**config.mk**
```make
export PLATFORM = sky130hd
export DESIGN_NAME = hpdmc_refresh_sched
export DESIGN_NICKNAME = d
export VERILOG_FILES = /design/src/rtl/hpdmc_pkg.sv /design/src/rtl/hpdmc_refi_timer.sv /design/src/rtl/hpdmc_refresh_sched.sv
export SDC_FILE = /design/constraint.sdc
export NUM_CORES = 1
export LEC_CHECK = 0
export ABC_AREA = 1
export BUFFER_PORTS_ARGS = -buffer_cell sky130_fd_sc_hd__buf_2
export CAP_MARGIN = 10
export CORE_ASPECT_RATIO = 1.5
export CORE_MARGIN = 2
export CORE_UTILIZATION = 50
export CTS_CLUSTER_SIZE = 10
export DETAILED_ROUTE_END_ITERATION = 12
export PLACE_DENSITY = 0.73
export SLEW_MARGIN = 30
export SYNTH_ARGS = -nofsm -noshare
export SYNTH_HDL_FRONTEND = slang
export SYNTH_SLANG_ARGS = --single-unit
```
**constraint.sdc**
```tcl
create_clock -name sys_clk -period 1.84 [get_ports sys_clk]
set_input_delay 0.092 -clock sys_clk [delete_from_list [all_inputs] [get_ports sys_clk]]
set_output_delay 0.092 -clock sys_clk [all_outputs]
set_load 0.005 [all_outputs]
```
**src/rtl/hpdmc_pkg.sv**
```systemverilog
// rtl/hpdmc_pkg.sv - shared encodings and widths for the HPDMC refresh scheduler
package hpdmc_pkg;
  localparam int TIM_RP_W   = 3;
  localparam int TIM_RFC_W  = 4;
  localparam int TIM_REFI_W = 11;

  // {ras_n, cas_n, we_n}
  localparam logic [2:0] CMD_NOP       = 3'b111;
  localparam logic [2:0] CMD_PRECHARGE = 3'b010;
  localparam logic [2:0] CMD_REFRESH   = 3'b001;

  localparam logic [12:0] ADR_PRE_ALL = 13'h0400;

  localparam logic [2:0] S_IDLE     = 3'd0;
  localparam logic [2:0] S_DRAIN    = 3'd1;
  localparam logic [2:0] S_PRE      = 3'd2;
  localparam logic [2:0] S_WAIT_RP  = 3'd3;
  localparam logic [2:0] S_REF      = 3'd4;
  localparam logic [2:0] S_WAIT_RFC = 3'd5;

  typedef enum logic [2:0] {
    ST_IDLE     = S_IDLE,
    ST_DRAIN    = S_DRAIN,
    ST_PRE      = S_PRE,
    ST_WAIT_RP  = S_WAIT_RP,
    ST_REF      = S_REF,
    ST_WAIT_RFC = S_WAIT_RFC
  } state_t;
endpackage

```
**src/rtl/hpdmc_refi_timer.sv**
```systemverilog
// rtl/hpdmc_refi_timer.sv - tREFI down-counter and owed-refresh tracking
// Macro HPDMC_REFRESH_POSTPONE_EN widens the owed flag into a saturating credit counter.
module hpdmc_refi_timer
  import hpdmc_pkg::*;
#(
  parameter int REF_CREDITS = 4
) (
  input  logic                  clk,
  input  logic                  rst_n,
  input  logic                  enable,
  input  logic [TIM_REFI_W-1:0] tim_refi,
  input  logic                  ref_done,
  input  logic                  clear,
  output logic                  pending,
  output logic                  pending_nxt,
  output logic                  urgent,
  output logic                  urgent_nxt
);
`ifdef HPDMC_REFRESH_POSTPONE_EN
  localparam int CREDIT_MAX = REF_CREDITS;
`else
  localparam int CREDIT_MAX = 1;
`endif
  localparam int CW = $clog2(CREDIT_MAX + 1);
  localparam logic [CW-1:0] FULL = CW'(CREDIT_MAX);

  logic [TIM_REFI_W-1:0] cnt;
  logic [CW-1:0]         credits;
  logic [CW-1:0]         credits_nxt;
  logic                  expire;

  assign expire = enable && (cnt == '0);

  // A new expiry and a REF in the same cycle cancel, so the owed count holds.
  always_comb begin
    credits_nxt = credits;
    if (clear)
      credits_nxt = '0;
    else if (expire && !ref_done) begin
      if (credits != FULL)
        credits_nxt = credits + CW'(1);
    end else if (ref_done && !expire && credits != '0)
      credits_nxt = credits - CW'(1);
  end

  always_ff @(posedge clk or negedge rst_n) begin
    if (!rst_n) begin
      cnt     <= '0;
      credits <= '0;
    end else begin
      credits <= credits_nxt;
      if (!enable || expire)
        cnt <= tim_refi;
      else
        cnt <= cnt - TIM_REFI_W'(1);
    end
  end

  assign pending     = credits != '0;
  assign pending_nxt = credits_nxt != '0;
  assign urgent      = credits == FULL;
  assign urgent_nxt  = credits_nxt == FULL;
endmodule

```
**src/rtl/hpdmc_refresh_sched.sv**
```systemverilog
// rtl/hpdmc_refresh_sched.sv - auto-refresh sequencer and command-bus arbiter
// Macro HPDMC_REFRESH_POSTPONE_EN enables postponed refreshes with back-to-back REFs.
module hpdmc_refresh_sched
  import hpdmc_pkg::*;
#(
  parameter int REF_CREDITS = 4
) (
  input  logic                  sys_clk,
  input  logic                  sys_rst_n,
  input  logic                  enable,
  input  logic [TIM_RP_W-1:0]   tim_rp,
  input  logic [TIM_RFC_W-1:0]  tim_rfc,
  input  logic [TIM_REFI_W-1:0] tim_refi,
  input  logic                  dp_idle,
  output logic                  dp_gnt,
  output logic                  ref_busy,
  output logic                  ref_pending,
  output logic                  cmd_cs_n,
  output logic                  cmd_ras_n,
  output logic                  cmd_cas_n,
  output logic                  cmd_we_n,
  output logic [12:0]           cmd_adr,
  output logic [1:0]            cmd_ba
);
`ifdef HPDMC_REFRESH_POSTPONE_EN
  localparam state_t RETRY = ST_REF;
`else
  localparam state_t RETRY = ST_DRAIN;
`endif

  state_t                state;
  state_t                after_rfc;
  logic [TIM_RFC_W-1:0]  wcnt;
  logic                  pending, pending_nxt, urgent, urgent_nxt;
  logic                  ref_done, clear, start, gnt_nxt, wait_last;

  hpdmc_refi_timer #(.REF_CREDITS(REF_CREDITS)) u_timer (
    .clk        (sys_clk),
    .rst_n      (sys_rst_n),
    .enable     (enable),
    .tim_refi   (tim_refi),
    .ref_done   (ref_done),
    .clear      (clear),
    .pending    (pending),
    .pending_nxt(pending_nxt),
    .urgent     (urgent),
    .urgent_nxt (urgent_nxt)
  );

  assign ref_done  = state == ST_REF;
  assign clear     = (state == ST_DRAIN) && !enable;
  assign start     = enable && (urgent || (pending && dp_idle));
  assign gnt_nxt   = enable && !(urgent_nxt || (pending_nxt && dp_idle));
  assign after_rfc = (enable && pending_nxt) ? RETRY : ST_IDLE;
  assign wait_last = wcnt <= TIM_RFC_W'(1);

  assign ref_pending = pending;
  assign cmd_ba      = '0;

  // Commands are registered from the current state, so they trail state entry by one cycle.
  always_ff @(posedge sys_clk or negedge sys_rst_n) begin
    if (!sys_rst_n) begin
      state    <= ST_IDLE;
      wcnt     <= '0;
      dp_gnt   <= 1'b0;
      ref_busy <= 1'b0;
      cmd_cs_n <= 1'b1;
      {cmd_ras_n, cmd_cas_n, cmd_we_n} <= CMD_NOP;
      cmd_adr  <= '0;
    end else begin
      cmd_cs_n <= !(state == ST_PRE || state == ST_REF);
      case (state)
        ST_PRE:  {cmd_ras_n, cmd_cas_n, cmd_we_n} <= CMD_PRECHARGE;
        ST_REF:  {cmd_ras_n, cmd_cas_n, cmd_we_n} <= CMD_REFRESH;
        default: {cmd_ras_n, cmd_cas_n, cmd_we_n} <= CMD_NOP;
      endcase
      cmd_adr <= (state == ST_PRE) ? ADR_PRE_ALL : '0;

      case (state)
        ST_IDLE: begin
          if (start) begin
            state    <= ST_DRAIN;
            dp_gnt   <= 1'b0;
            ref_busy <= 1'b1;
          end else begin
            dp_gnt <= gnt_nxt;
          end
        end
        ST_DRAIN: begin
          if (!enable) begin
            state    <= ST_IDLE;
            ref_busy <= 1'b0;
          end else if (dp_idle) begin
            state <= ST_PRE;
          end
        end
        ST_PRE: begin
          wcnt  <= TIM_RFC_W'(tim_rp);
          state <= (tim_rp == '0) ? ST_REF : ST_WAIT_RP;
        end
        ST_WAIT_RP: begin
          wcnt <= wcnt - TIM_RFC_W'(1);
          if (wait_last)
            state <= ST_REF;
        end
        ST_REF: begin
          wcnt <= tim_rfc;
          if (tim_rfc == '0) begin
            state    <= after_rfc;
            ref_busy <= after_rfc != ST_IDLE;
          end else begin
            state <= ST_WAIT_RFC;
          end
        end
        ST_WAIT_RFC: begin
          wcnt <= wcnt - TIM_RFC_W'(1);
          if (wait_last) begin
            state    <= after_rfc;
            ref_busy <= after_rfc != ST_IDLE;
          end
        end
        default: begin
          state    <= ST_IDLE;
          ref_busy <= 1'b0;
        end
      endcase
    end
  end
endmodule

```
==> results.tsv <==
metric	value	unit
post-cts-setup-buffer-count	0	
holdPathEnd	u_timer.cnt[8]	
ff2ff_path_depth	7	
h-tree-depth	1	
hold_depth	3	
drt-pass1-iter-count	6	
final_nets	258	
path_max_fanout	3	
cp_data_required_time	2.02	ns
slew_viol_final	0	
yosysTopAreaCellShare	36.0	%
grt_pass1_wl	5080	um
tns	0	ns
p_sw	812	uW
drt-initial-drc-count	30	
max-cap-violations	0	
worstMarginPinSlew	0.552	ns
dp.cells	265	
power_frac_comb	42.5	%
critical_path_arrival	1.75	ns
antenna_found_initial	0	
synthMostInstantiatedCell	nand2_1	
cp-start-kind	register	
cts_resized	0	
gp_congestion	0.825	
skew	0.00289	ns
rsz0062_at_grt	no	
syn_inst	200	
die_w	49.2	um
synth.yosys.seq_area_share	41.2	%
max-slew-margin-rel	63.2	%
p_sw_share	40.3	%
place_ws	0.270	ns
synth_cell_types	31	
io_buffers	29	
hp-start	tim_refi[8]	
power.leakage	0.889	nW
fin_ws	0.272	ns
status	finished clean	
period_minus_slack	1.57	ns
pin_count	44	
p_int	1.20	mW
rr_startpoint	u_timer.cnt[0]	
path_clk_slew	0.08	ns
cts_buffer_depth	2	
pwr-share-clk	15.7	%
timing.rr.end	u_timer.cnt[10]	
die_area	3530	um2
hpwl	2320	um
path_class	register to register	
final_cells	270	
syn_area	1530	um2
syn2layout_area_growth	11.4	%
grt_pass1_vias	1263	
holdBufCountCts	1	
r2r_setup_slack	0.27	ns
dieHeight	71.7	um
coreArea	2910	um2
ys_top_cells_by_area	dfrtp_1, nand2_1, buf_4	
ys_top_cells_by_count	nand2_1, nor2_1, dfrtp_1, inv_1, buf_4	
initial_core_util	52.5	%
hold_path_class	input port to register	
synth_async_sr_flop_share	100	%
setup_viol	0	
grt.overflow.total	0	
fillCellCount	290	
clock_sinks	25	
cp_slowest_stage_delay	0.38	ns
root_buffer	clkbuf_8	
hold_viol	0	
insertion_delay	0.26	ns
n_antenna_cell	0	
crit_path_top_delay_cell	dfrtp_1	
wl	2950	um
vias	1293	
ys.flop_type	dfrtp_1	
powerDensity	1180	nW/um2
track_usage	18.2	%
synth_top_cell_by_area	dfrtp_1	
final_cell_area	1700	um2
path_cells	inv_1 -> ha_1 -> nor3b_2 -> nand2_1 -> nor2_1 -> nand3_1 -> a31oi_1	
grt_max_degree	26	
ant_nets	0	
cts_inserted_buffers	3	
fmax	0.638	GHz
end_kind	register	
fp-row-count	24	
p_seq_share	41.8	%
wl_per_cell	10.9	um
post-route-drc-count	0	
utilization	58.5	%
yosysWarnings	0	
tritoncts	built	
ir_drop	0.000755	V
vias_per_cell	4.79	
ys_seq_elements	25	
synth-edff-count	0	
syn_avg_cell_area	7.64	um2
finalCritPeriodShare	85.2	%
drive_gt1_share	19.0	%
dpl_cell_area	1650	um2
## stage by stage
step | hold slack, ns | power (mW)
finish | 0.0313 | 2.01
global route | 0.0389 | 2.21
CTS | 0.0236 | 2.04
detailed placement | 0.116 | 1.71
global placement | 0.112 | 1.70
floorplan | -0.204 | 1.49
## metal layers
layer,global-route usage [%],share of wire (%)
met5,0,0
met1,19.4,40
met4,6.35,1.1
met2,35.6,55
met3,2.71,3.8
## power by group through the flow
stage | clock, mW | combinational [mW] | sequential (mW)
floorplan | 0 | 0.654 | 0.833
global placement | 0 | 0.847 | 0.850
detailed placement | 0 | 0.857 | 0.850
CTS | 0.331 | 0.865 | 0.841
global route | 0.353 | 0.989 | 0.868
finish | 0.316 | 0.855 | 0.841
## worst max-delay path, delay by kind of cell (launching register included)
kind	cells	cell delay, ns
simple gates	4	0.64
flops	1	0.38
fa+ha+maj	1	0.19
compound gates	1	0.18
buf+inv	1	0.09
## area by class of cell
class                      count  area [um2]  share of cell area (%)
tap                           39        48.8                    2.87
sequential                    25         629                    37.0
inverter                      23        88.8                    5.22
multi-input combinational    149         736                    43.2
timing repair buffer          30         155                    9.11
clock buffer                   4        45.0                    2.65
## worst max-delay path by stage
stage	start	end	cells past startpoint
4_1_cts	u_timer.cnt[0]	u_timer.cnt[10]	7
3_5_place_dp	u_timer.cnt[0]	u_timer.cnt[10]	7
5_1_grt	u_timer.cnt[0]	u_timer.cnt[10]	7
6_report	u_timer.cnt[0]	u_timer.cnt[10]	7
2_1_floorplan	u_timer.cnt[0]	u_timer.cnt[8]	7
3_3_place_gp	u_timer.cnt[0]	u_timer.cnt[10]	7
## cell families after synthesis
| group | Yosys count | synth area share, % |
|---|---|---|
| and+or+nand+nor | 99 | 27.5 |
| buffers and inverters | 39 | 13.9 |
| AOI/OAI and AO/OA | 26 | 10.5 |
| DFF | 25 | 41.2 |
| xor gates and xnor gates | 6 | 3.44 |
| adders and majority gates | 4 | 3.27 |
| other | 1 | 0.245 |
## registers in the layout (all words and copies together) (netlist names)
name	cells
u_timer.cnt	11
wcnt	4
state	3
cmd_adr	1
cmd_cas_n	1
cmd_cs_n	1
cmd_we_n	1
dp_gnt	1
ref_busy	1
u_timer.pending	1
## cell usage in the layout (no fill, tap or decap), types with 5 or more instances in the layout
master	instances
a31oi_1	5
buf_2	29
conb_1	14
dfrtp_1	22
inv_1	21
nand2_1	51
nand3_1	9
nor2_1	28
o21ai_0	6
o21ai_1	5
(Power assumes the default switching activity.)
